`src/rtl/moore_seq_det.sv`:
```
// Moore serial pattern detector, KMP-style transition table built from LEN/PATTERN/OVERLAP.
// Define MOORE_SEQ_DET_COUNT_EN to add the saturating detection counter and its count port.
module moore_seq_det #(
    parameter int             LEN     = 3,
    parameter logic [LEN-1:0] PATTERN = LEN'(3'b101),
    parameter int             OVERLAP = 1,
    parameter int             CNT_W   = 8
) (
    input  logic             clk,
    input  logic             rst,
    input  logic             en,
    input  logic             I,
    output logic             det
`ifdef MOORE_SEQ_DET_COUNT_EN
    ,
    output logic [CNT_W-1:0] count
`endif
);

    localparam int SW        = $clog2(LEN + 1);
    localparam int NUM_CODES = 1 << SW;

    typedef logic [SW-1:0] state_t;

    localparam state_t S0    = '0;
    localparam state_t S_LEN = state_t'(LEN);

    if (LEN < 2 || LEN > 16 || CNT_W < 1 || CNT_W > 32) begin : g_bad_param
        $error("moore_seq_det: LEN must be 2..16 and CNT_W 1..32");
    end

    // Longest j such that the last j bits of (first k pattern bits, then b) equal the first j pattern bits.
    function automatic int match_after(input int k, input logic b);
        int   res;
        int   idx;
        logic ok;
        logic sb;
        res = 0;
        for (int j = 1; j <= LEN; j++) begin
            if (j <= k + 1) begin
                ok = 1'b1;
                for (int t = 0; t < j; t++) begin
                    idx = k + 1 - j + t;
                    sb  = (idx < k) ? PATTERN[LEN-1-idx] : b;
                    if (sb != PATTERN[LEN-1-t]) ok = 1'b0;
                end
                if (ok) res = j;
            end
        end
        return res;
    endfunction

    function automatic int border_len();
        int   res;
        logic ok;
        res = 0;
        for (int j = 1; j < LEN; j++) begin
            ok = 1'b1;
            for (int t = 0; t < j; t++) begin
                if (PATTERN[LEN-1-t] != PATTERN[j-1-t]) ok = 1'b0;
            end
            if (ok) res = j;
        end
        return res;
    endfunction

    function automatic int next_code(input int c, input logic b);
        int res;
        if (c < LEN) begin
            res = match_after(c, b);
        end else if (c == LEN) begin
            if (OVERLAP != 0) res = match_after(border_len(), b);
            else              res = (b == PATTERN[LEN-1]) ? 1 : 0;
        end else begin
            res = 0;
        end
        return res;
    endfunction

    // Constant next-state table for every code, including unreachable ones (which map to S0).
    state_t nxt0_tab   [NUM_CODES];
    state_t nxt1_tab   [NUM_CODES];
    logic   code_valid [NUM_CODES];

    for (genvar gi = 0; gi < NUM_CODES; gi++) begin : g_tab
        localparam state_t N0 = state_t'(next_code(gi, 1'b0));
        localparam state_t N1 = state_t'(next_code(gi, 1'b1));
        assign nxt0_tab[gi]   = N0;
        assign nxt1_tab[gi]   = N1;
        assign code_valid[gi] = (gi <= LEN) ? 1'b1 : 1'b0;
    end

    state_t state_reg;
    state_t state_next;

    always_comb begin
        state_next = I ? nxt1_tab[state_reg] : nxt0_tab[state_reg];
    end

`ifdef MOORE_SEQ_DET_COUNT_EN
    localparam logic [CNT_W-1:0] CNT_MAX = '1;
    logic [CNT_W-1:0] count_reg;
    assign count = count_reg;
`endif

    always_ff @(posedge clk or posedge rst) begin
        if (rst) begin
            state_reg <= S0;
            det       <= 1'b0;
`ifdef MOORE_SEQ_DET_COUNT_EN
            count_reg <= '0;
`endif
        end else if (!code_valid[state_reg]) begin
            // Recovery from a corrupted code does not wait for en.
            state_reg <= S0;
            det       <= 1'b0;
        end else if (en) begin
            state_reg <= state_next;
            det       <= (state_next == S_LEN);
`ifdef MOORE_SEQ_DET_COUNT_EN
            if (state_next == S_LEN && count_reg != CNT_MAX)
                count_reg <= count_reg + CNT_W'(1);
`endif
        end
    end

endmodule
```
`config.mk`:
```
export PLATFORM = sky130hd
export DESIGN_NAME = moore_seq_det
export DESIGN_NICKNAME = d
export VERILOG_FILES = /design/src/rtl/moore_seq_det.sv
export SDC_FILE = /design/constraint.sdc
export NUM_CORES = 1
export LEC_CHECK = 0
export BUFFER_PORTS_ARGS = -buffer_cell sky130_fd_sc_hd__buf_2
export CORE_AREA = 2 2 39 41
export DETAILED_ROUTE_END_ITERATION = 10
export DIE_AREA = 0 0 41 43
export HOLD_SLACK_MARGIN = 0.08
export PLACE_DENSITY_LB_ADDON = 0.15
export REMOVE_ABC_BUFFERS = 1
export SETUP_SLACK_MARGIN = 0.05
export SLEW_MARGIN = 20
export SYNTH_ARGS = -nofsm -noshare
export SYNTH_HDL_FRONTEND = slang
export SYNTH_SLANG_ARGS = --single-unit
export TNS_END_PERCENT = 10
```
`constraint.sdc`:
```
create_clock -name clk -period 2.5 [get_ports clk]
set_clock_uncertainty 0.1 [all_clocks]
set_input_delay 0.25 -clock clk [delete_from_list [all_inputs] [get_ports clk]]
set_output_delay 0.25 -clock clk [all_outputs]
set_load 0.005 [all_outputs]
```
==> metrics.cfg, run 1 <==
[status]
status=complete, no violations

[logic_synthesis]
yosysWarnings=0
synth.distinct_cells=8
synth.yosys.seq_area_share_pct=58.3
syn_area_um2=129
synth_cells=12
synth_seq_cells=3
syn_area_per_cell_um2=10.7

[place]
gp_congestion=0.599
io_buffers=4
place_area_um2=169

[clocking]
root_buffer=clkbuf_4
cts_tree=done
path_clk_slew_ns=0.03
clkLatencyLatePin_ns=0.23
cts_max_path_buffers=2
cts_inserted_buffers=3
clock-sinks=3
htreeDepth=1

[layout]
syn_to_final_growth_pct=59.2
fin_area_um2=205
nets=26
final_common_cell=buf_2
final_cell_mix=buf_2 (4), clkbuf_4 (3), dfrtp_1 (3), nand2_1 (2), inv_1 (2)
fillers=157
register_area_um2=75.1
multiInputGateArea_um2=46.3
diodes=0
layout-drive-gt1-share_pct=38.1
largest_reg_flops=2

[run]
drv_cap=0

[worst_setup_path]
worst-path-buf-inv=1
end_kind=primary output
reg2reg_from=state_reg[0]$_DFFE_PP0P_
critPathKind=flop to primary output
ff2ff_setup_slack_ns=1.56
worstPathCellList=buf_2
cpMaxStageDelayCell=dfrtp_1
startpoint_type=flop
startpoint=det$_DFFE_PP0P_
slowest_delay_ns=0.36
required_ns=2.15
cpLargestDelayFamily=flip-flops
cp_num_cells=1
cp-endpoint=det
reg2reg_to=state_reg[1]$_DFFE_PP0P_
crit_fanout=2
ff2ff_path_depth=2
arrival_ns=0.72

[min_path]
min_path_type=primary input to flop

[timing]
finalSetupTns_ns=0
fin_crit_sh_pct=42.8
hold_viol=0
relSlewSlack_pct=91.1
fmax_mhz=935
tightest_slew_ns=0.133
fin_crit_ns=1.07
report.final.slew_viol_count=0
rsz0062_at_grt=no
setup_viol=0
timing.hold.ws_ns=0.180

[grt]
grt_pass1_vias=119
track_usage_pct=4.73
grtUsageMet1_pct=5.83
grt_util_met3_pct=6.81
grt_busiest_layer=met3
grt_pass1_wl_um=496
antenna_found_initial=0
met2_usage_pct=4.06
grt_max_degree=6
grt_overflow=0

[detailed_routing]
wl_um=278
drtIter0Drc=5
wl_per_cell_um=7.51
viasPerCell=3.11
postRouteAntennaNets=0
route.detailed.drc=0
dr.pass1.iters=4
vias=115

[pwr]
leakage_uw=0.0000985
sw_frac_of_total_pct=21.1
seqPwrFrac_pct=36.4
clock_power_share_pct=53.6
combPwrFrac_pct=10.0
intPower_uw=122
vdd_drop_max_mv=0.283
switchingPower_uw=32.7
power_density_nw_per_um2=756

[floorplanning]
design.core.area_um2=1380
die_w_um=41
fp.dieH_um=43
num_rows=14
initial_core_util_pct=9.31
io_pins=5
die_area_um2=1760

==> kinds of logic (layout without fill, tap and decap cells) <==
| group | after synthesis | after routing | synth area share [%] |
|---|---|---|---|
| DFF | 3 | 3 | 58.3 |
| AOI/OAI and AO/OA | 2 | 2 | 11.7 |
| muxes | 1 | 1 | 8.74 |
| buffers and inverters | 2 | 11 | 5.83 |
| and+or+nand+nor | 4 | 4 | 15.5 |
==> what timing repair did <==
item | in CTS | in global routing
hold endpoints to repair | 3 | 0
hold buffers | 1 | 0
buffers inserted | 0 | 0
resized for setup | 0 | 0
==> power by group through the flow <==
stage / clock network [uW] / registers [uW] / logic [uW]
after floorplan: 0 / 56.3 / 8.59
after global placement: 0 / 57.0 / 14.3
after detailed placement: 0 / 56.9 / 14.4
after CTS: 89.3 / 56.4 / 15.9
after global routing: 94.4 / 57.3 / 17.9
final: 83.1 / 56.4 / 15.6
==> metal layers <==
| layer | wire length [um] | part of all wire, % |
|---|---|---|
| met1 | 125 | 45 |
| met3 | 55 | 20 |
| met5 | 0 | 0 |
| met4 | 0 | 0 |
| met2 | 97 | 35 |
==> how the worst min path moves through the flow <==
stage | from | end | slack, ns | depth (start not counted)
2_1_floorplan | rst | det$_DFFE_PP0P_ | -0.1 | 1
3_3_place_gp | rst | det$_DFFE_PP0P_ | 0.02 | 2
3_5_place_dp | rst | state_reg[1]$_DFFE_PP0P_ | 0.02 | 2
4_1_cts | en | det$_DFFE_PP0P_ | 0.17 | 2
5_1_grt | en | det$_DFFE_PP0P_ | 0.19 | 2
6_report | en | det$_DFFE_PP0P_ | 0.18 | 2
==> synthesized netlist by cell type <==
library cell / instances / area share [%]
nand2b_1: 1 / 4.9
o22ai_1: 1 / 4.9
nand2_1: 2 / 5.8
nor2b_1: 1 / 4.9
dfrtp_1: 3 / 58
inv_1: 2 / 5.8
mux2_2: 1 / 8.7
a22o_1: 1 / 6.8
==> cell type report <==
cell class,instances,area share [%]
clock buffers,4,12.8
flip-flops and latches,3,36.6
inverters,2,3.66
repair buffers,5,14.6
multi-input cells,7,22.6
well taps,16,9.76
==> stage by stage <==
| stage | utilization (%) | setup slack (ns) | std cells | power, uW |
|---|---|---|---|---|
| finish | 14.8 | 1.43 | 37 | 155 |
| CTS | 14.8 | 1.41 | 37 | 162 |
| global placement | 12.2 | 1.56 | 32 | 71.3 |
| detailed placement | 12.2 | 1.57 | 32 | 71.3 |
| floorplan | - | 1.60 | 12 | 64.8 |
| global route | 14.8 | 1.39 | 37 | 170 |
(Power assumes the default switching activity.)
==> run 2: changes to the inputs <==
--- a/config.mk
+++ b/config.mk
@@ -5,6 +5,7 @@
 export SDC_FILE = /design/constraint.sdc
 export NUM_CORES = 1
 export LEC_CHECK = 0
+export ABC_AREA = 1
 export BUFFER_PORTS_ARGS = -buffer_cell sky130_fd_sc_hd__buf_2
 export CORE_AREA = 2 2 39 41
 export DETAILED_ROUTE_END_ITERATION = 10
==> constraint.sdc (replaced) <==
create_clock -name clk -period 1 [get_ports clk]
set_clock_uncertainty 0.1 [all_clocks]
set_input_delay 0.1 -clock clk [delete_from_list [all_inputs] [get_ports clk]]
set_output_delay 0.1 -clock clk [all_outputs]
set_load 0.005 [all_outputs]
==> run 2 against run 1 <==
Against the previous run:
- combinational power grew to 2.9 times the previous value
- non-clock buffer count increased by 3
- sequential power increased to 2.5 times the previous value
- power rose to 2.5 times the previous value
- area after synthesis grew 3.9%
- setup slack worse by 1.4 ns
- largest cell class unchanged
==> metrics.cfg, run 2 <==
[status]
status=complete, no violations

[detailed_routing]
wl_um=324
dr.pass1.iters=4
drtIter0Drc=3
viasPerCell=3.18
postRouteAntennaNets=0
vias=143
route.detailed.drc=0
wl_per_cell_um=7.20

[run]
drv_cap=0

[timing]
hold_viol=0
fmax_mhz=1070
fin_crit_ns=0.930
fin_ws_ns=0.0697
report.final.slew_viol_count=0
relSlewSlack_pct=88.0
tightest_slew_ns=0.179
fin_crit_sh_pct=93.0
finalSetupTns_ns=0
rsz0062_at_grt=yes
setup_viol=0

[logic_synthesis]
synth-main-ff-cell=dfrtp_1
yosysMostFrequentCell=nand2_1
muxShareOfSynthArea_pct=0
synth_top_family_by_area=simple AND/OR/NAND/NOR gates
syn_area_per_cell_um2=7.88
synthAdderAreaFrac_pct=0
synth-async-reset-ratio_pct=100
synth.yosys.seq_area_share_pct=56.1
synthTopCellsByCount=nand2_1 (6), dfrtp_1 (3), inv_1 (3)
syn_area_um2=134
yosys.area.top_type=dfrtp_1
synth_compound_area_share_pct=3.74
synth_cells=17
synth.distinct_cells=7
yosysWarnings=0
synth.top_cells.by_area=dfrtp_1 (56%), nand2_1 (17%), inv_1 (8.4%)
synth_edf_count=0
synth_top_cell_area_share_pct=56.1
synth_simple_gate_area_share_pct=29.0
synth_xor_xnor_area_share_pct=0
synth_seq_cells=3

[min_path]
holdPathStages=3
min_path_type=primary input to flop
hold-path-endpoint=state_reg[0]$_DFFE_PP0P_
worst_hold_startpoint=I

[grt]
antenna_found_initial=0
track_usage_pct=5.14
grt_pass1_wl_um=510
grt_pass1_vias=130
grt_max_degree=6
grt_overflow=0

[clocking]
clkLatencyLatePin_ns=0.23
cts_max_path_buffers=2
cts_inserted_buffers=3
path_clk_slew_ns=0.04
cts_tree=done
clock-sinks=3
htreeDepth=1
root_buffer=clkbuf_4

[worst_setup_path]
slowest_delay_ns=0.37
arrival_ns=0.73
required_ns=0.80
crit_fanout=2
end_kind=primary output
ff2ff_setup_slack_ns=0.16
startpoint_type=flop
worstPathCellList=buf_2
critPathKind=flop to primary output
reg2reg_from=state_reg[1]$_DFFE_PP0P_
cpLargestDelayFamily=flip-flops
worst-path-buf-inv=1
reg2reg_to=state_reg[1]$_DFFE_PP0P_
ff2ff_path_depth=4
cpMaxStageDelayCell=dfrtp_1

[pwr]
seqPwrFrac_pct=35.7
finalPower_uw=395
clock_power_share_pct=53.0
leakage_uw=0.000134
combPwrFrac_pct=11.3
switchingPower_uw=87.8
sw_frac_of_total_pct=22.2
power_density_nw_per_um2=1640
intPower_uw=307
vdd_drop_max_mv=0.451

[layout]
nets=34
finalNonFillerCells=45
final_common_cell=nand2_1
layout-drive-gt1-share_pct=31.0
multiInputGateArea_um2=43.8
largest_reg_flops=2
fillers=160
final_util_pct=17.4
final_cell_mix=nand2_1 (6), dlygate4sd3_1 (4), buf_2 (4)
syn_to_final_growth_pct=79.4
diodes=0
register_area_um2=75.1

[floorplanning]
die_w_um=41
io_pins=5
initial_core_util_pct=9.67
num_rows=14
design.core.area_um2=1380
die_area_um2=1760
fp.dieH_um=43

[place]
io_buffers=4
dp.cells=37
gp_congestion=0.542
dp_slack_ns=0.160
hpwl_um=231

-- run 2: per-stage QoR --
stage                     cell area, um^2  hold WS, ns
after floorplan                       134       -0.246
after global placement                174       -0.135
after detailed placement              174       -0.135
after CTS                             240       0.0824
after global routing                  240        0.108
final                                 240       0.0888
-- run 2: area by class of cell --
cell class              instances  area share (%)
repair buffers                  8            25.0
inverters                       4            6.25
flip-flops and latches          3            31.3
multi-input cells              10            18.2
well taps                      16            8.33
clock buffers                   4            10.9
-- run 2: worst max path at each step --
stage                                   from                       end  slack [ns]  depth (start not counted)
floorplan           state_reg[1]$_DFFE_PP0P_  state_reg[1]$_DFFE_PP0P_        0.22                          4
global placement    state_reg[1]$_DFFE_PP0P_  state_reg[1]$_DFFE_PP0P_        0.16                          4
detailed placement  state_reg[1]$_DFFE_PP0P_  state_reg[1]$_DFFE_PP0P_        0.16                          4
CTS                          det$_DFFE_PP0P_                       det        0.06                          1
global route                 det$_DFFE_PP0P_                       det        0.03                          1
finish                       det$_DFFE_PP0P_                       det        0.07                          1
-- run 2: logic make-up (layout without fill, tap and decap cells) --
family                 count (synthesis)  count (layout)
and+or+nand+nor                        9               9
buffers and inverters                  4              16
DFF                                    3               3
AOI/OAI and AO/OA                      1               1
-- run 2: repair_timing --
action                     4_1_cts  5_1_grt
hold endpoints to repair         5        0
resized for setup                0        0
setup endpoints to repair        0        1
setup buffers                    0        0
hold buffers                     4        0
-- run 2: routing by layer --
layer	global-route usage (%)	vias to the layer above	share of wire [%]
li1	-	73	-
met1	5.84	61	46
met2	4.69	7	39
met5	0	-	0
met3	4.71	2	12
met4	6.00	0	2.5
-- run 2: power groups by stage --
stage          combinational (uW)  clock, uW  sequential (uW)
2_1_floorplan                18.9          0              141
3_3_place_gp                 31.9          0              142
3_5_place_dp                 33.1          0              143
4_1_cts                      45.1        224              141
5_1_grt                      49.6        246              142
6_report                     44.6        209              141
==> run 3: changes to the inputs <==
==> constraint.sdc (replaced) <==
create_clock -name clk -period 1 [get_ports clk]
set_clock_uncertainty 0.1 [all_clocks]
set_input_delay 0.2 -clock clk [delete_from_list [all_inputs] [get_ports clk]]
set_output_delay 0.2 -clock clk [all_outputs]
set_load 0.005 [all_outputs]
==> run 3 against run 2 <==
Against the previous run:
- combinational power shrank 21%
- cell count decreased by 6.7%
- sequential share of layout area is 4.5 points higher
- fmax down 10%
- power fell by 2.3%
- clock-buffer cell count stayed put
- via count shrank 13%
- first-iteration DRC count is 100% lower
- flip-flop and latch count unchanged
- the run now ends with setup timing left
- wire length is 9.3% lower
- register-to-register slack is essentially flat
- sequential power hardly changed
==> metrics.cfg, run 3 (same netlist as run 2, synthesis figures left out) <==
[status]
status=complete, but fails checks
violations=setup timing

[clocking]
cts_max_path_buffers=2
clkLatencyLatePin_ns=0.23
path_clk_slew_ns=0.04
root_buffer=clkbuf_4
clock-sinks=3
cts_inserted_buffers=3
cts_resized=0
htreeDepth=1
cts_tree=done

[worst_setup_path]
worstPathCellList=buf_2
startpoint_type=flop
ff2ff_path_depth=4
ff2ff_setup_slack_ns=0.17
end_kind=primary output
cpLargestDelayFamily=flip-flops
required_ns=0.70
arrival_ns=0.73
cpMaxStageDelayCell=dfrtp_1
critPathKind=flop to primary output
worst-path-buf-inv=1
cp-endpoint=det
slowest_delay_ns=0.37
crit_fanout=2
reg2reg_to=state_reg[1]$_DFFE_PP0P_
cp_num_cells=1
startpoint=det$_DFFE_PP0P_
reg2reg_from=state_reg[1]$_DFFE_PP0P_

[pwr]
finalPower_uw=386
sw_frac_of_total_pct=22.3
power_density_nw_per_um2=1840
intPower_uw=300
switchingPower_uw=86.2
vdd_drop_max_mv=0.442
seqPwrFrac_pct=36.6
clock_power_share_pct=54.3
combPwrFrac_pct=9.1
leakage_uw=0.000121

[layout]
final_common_cell=nand2_1
nets=31
syn_to_final_growth_pct=57.0
finalNonFillerCells=42
diodes=0
final_cell_mix=nand2_1 (6), buf_2 (4), inv_1 (3), clkbuf_4 (3), dfrtp_1 (3)
fillers=162
layout-drive-gt1-share_pct=34.6
final_util_pct=15.2
largest_reg_flops=2

[floorplanning]
die_area_um2=1760
fp.dieH_um=43
num_rows=14
initial_core_util_pct=9.67
design.core.area_um2=1380
die_w_um=41
io_pins=5

[grt]
grt_pass1_wl_um=455
grt_max_degree=6
grt_pass1_vias=119
track_usage_pct=4.73
grt_overflow=0
antenna_found_initial=0

[detailed_routing]
viasPerCell=2.98
route.detailed.drc=0
drtIter0Drc=0
wl_um=294
postRouteAntennaNets=0
wl_per_cell_um=7.00
dr.pass1.iters=1
vias=125

[timing]
finalSetupTns_ns=-0.0334
rsz0062_at_grt=yes
hold_viol=0
fin_crit_sh_pct=103
fmax_mhz=968
setup_viol=1
report.final.slew_viol_count=0
fin_crit_ns=1.03
relSlewSlack_pct=87.8
tightest_slew_ns=0.181
fin_ws_ns=-0.0334

[place]
dp_slack_ns=0.160
hpwl_um=231
io_buffers=4
dp.cells=37
gp_congestion=0.542

[run]
drv_cap=0

[min_path]
min_path_type=primary input to flop

-- run 3: cell types whose count changed in the layout (fill, tap and decap cells not counted) --
cell,change
dlygate4sd3_1,-3
-- run 3: power by group through the flow --
| stage | clock, uW | combinational, uW | sequential (uW) |
|---|---|---|---|
| after floorplan | 0 | 18.9 | 141 |
| after global placement | 0 | 31.9 | 142 |
| after detailed placement | 0 | 33.1 | 143 |
| after CTS | 224 | 36.1 | 141 |
| after global routing | 246 | 39.6 | 142 |
| final | 209 | 35.3 | 141 |
-- run 3: routing by layer --
metal	track usage, %	routed length [um]	vias to the layer above
met2	4.06	108	7
met5	0	0	-
met3	4.71	33	2
li1	-	-	67
met1	5.19	144	49
met4	6.00	8	0
-- run 3: stage by stage --
step                      instance area, um^2  hold slack [ns]
after CTS                                 210            0.155
after detailed placement                  174          -0.0350
after floorplan                           134           -0.146
after global placement                    174          -0.0351
after global routing                      210            0.158
final                                     210            0.159
-- run 3: layout make-up --
cell class / count / area [um^2] / share of cell area (%)
clock buffers: 4 / 26.3 / 12.5
inverters: 4 / 15.0 / 7.14
multi-input cells: 10 / 43.8 / 20.8
flip-flops and latches: 3 / 75.1 / 35.7
well taps: 16 / 20.0 / 9.52
repair buffers: 5 / 30.0 / 14.3
-- run 3: how the worst min path moves through the flow --
stage | start | to | slack, ns | cells after the start
detailed placement | rst | state_reg[1]$_DFFE_PP0P_ | -0.03 | 2
global route | en | state_reg[1]$_DFFE_PP0P_ | 0.16 | 3
floorplan | rst | det$_DFFE_PP0P_ | -0.15 | 1
CTS | en | state_reg[1]$_DFFE_PP0P_ | 0.15 | 3
global placement | rst | state_reg[0]$_DFFE_PP0P_ | -0.04 | 2
finish | en | state_reg[1]$_DFFE_PP0P_ | 0.16 | 3
-- run 3: timing repair --
action | in CTS | in global routing
hold buffers | 1 | 0
endpoints found under the setup margin | 1 | 1
hold endpoints to repair | 3 | 0
setup buffers | 0 | 0
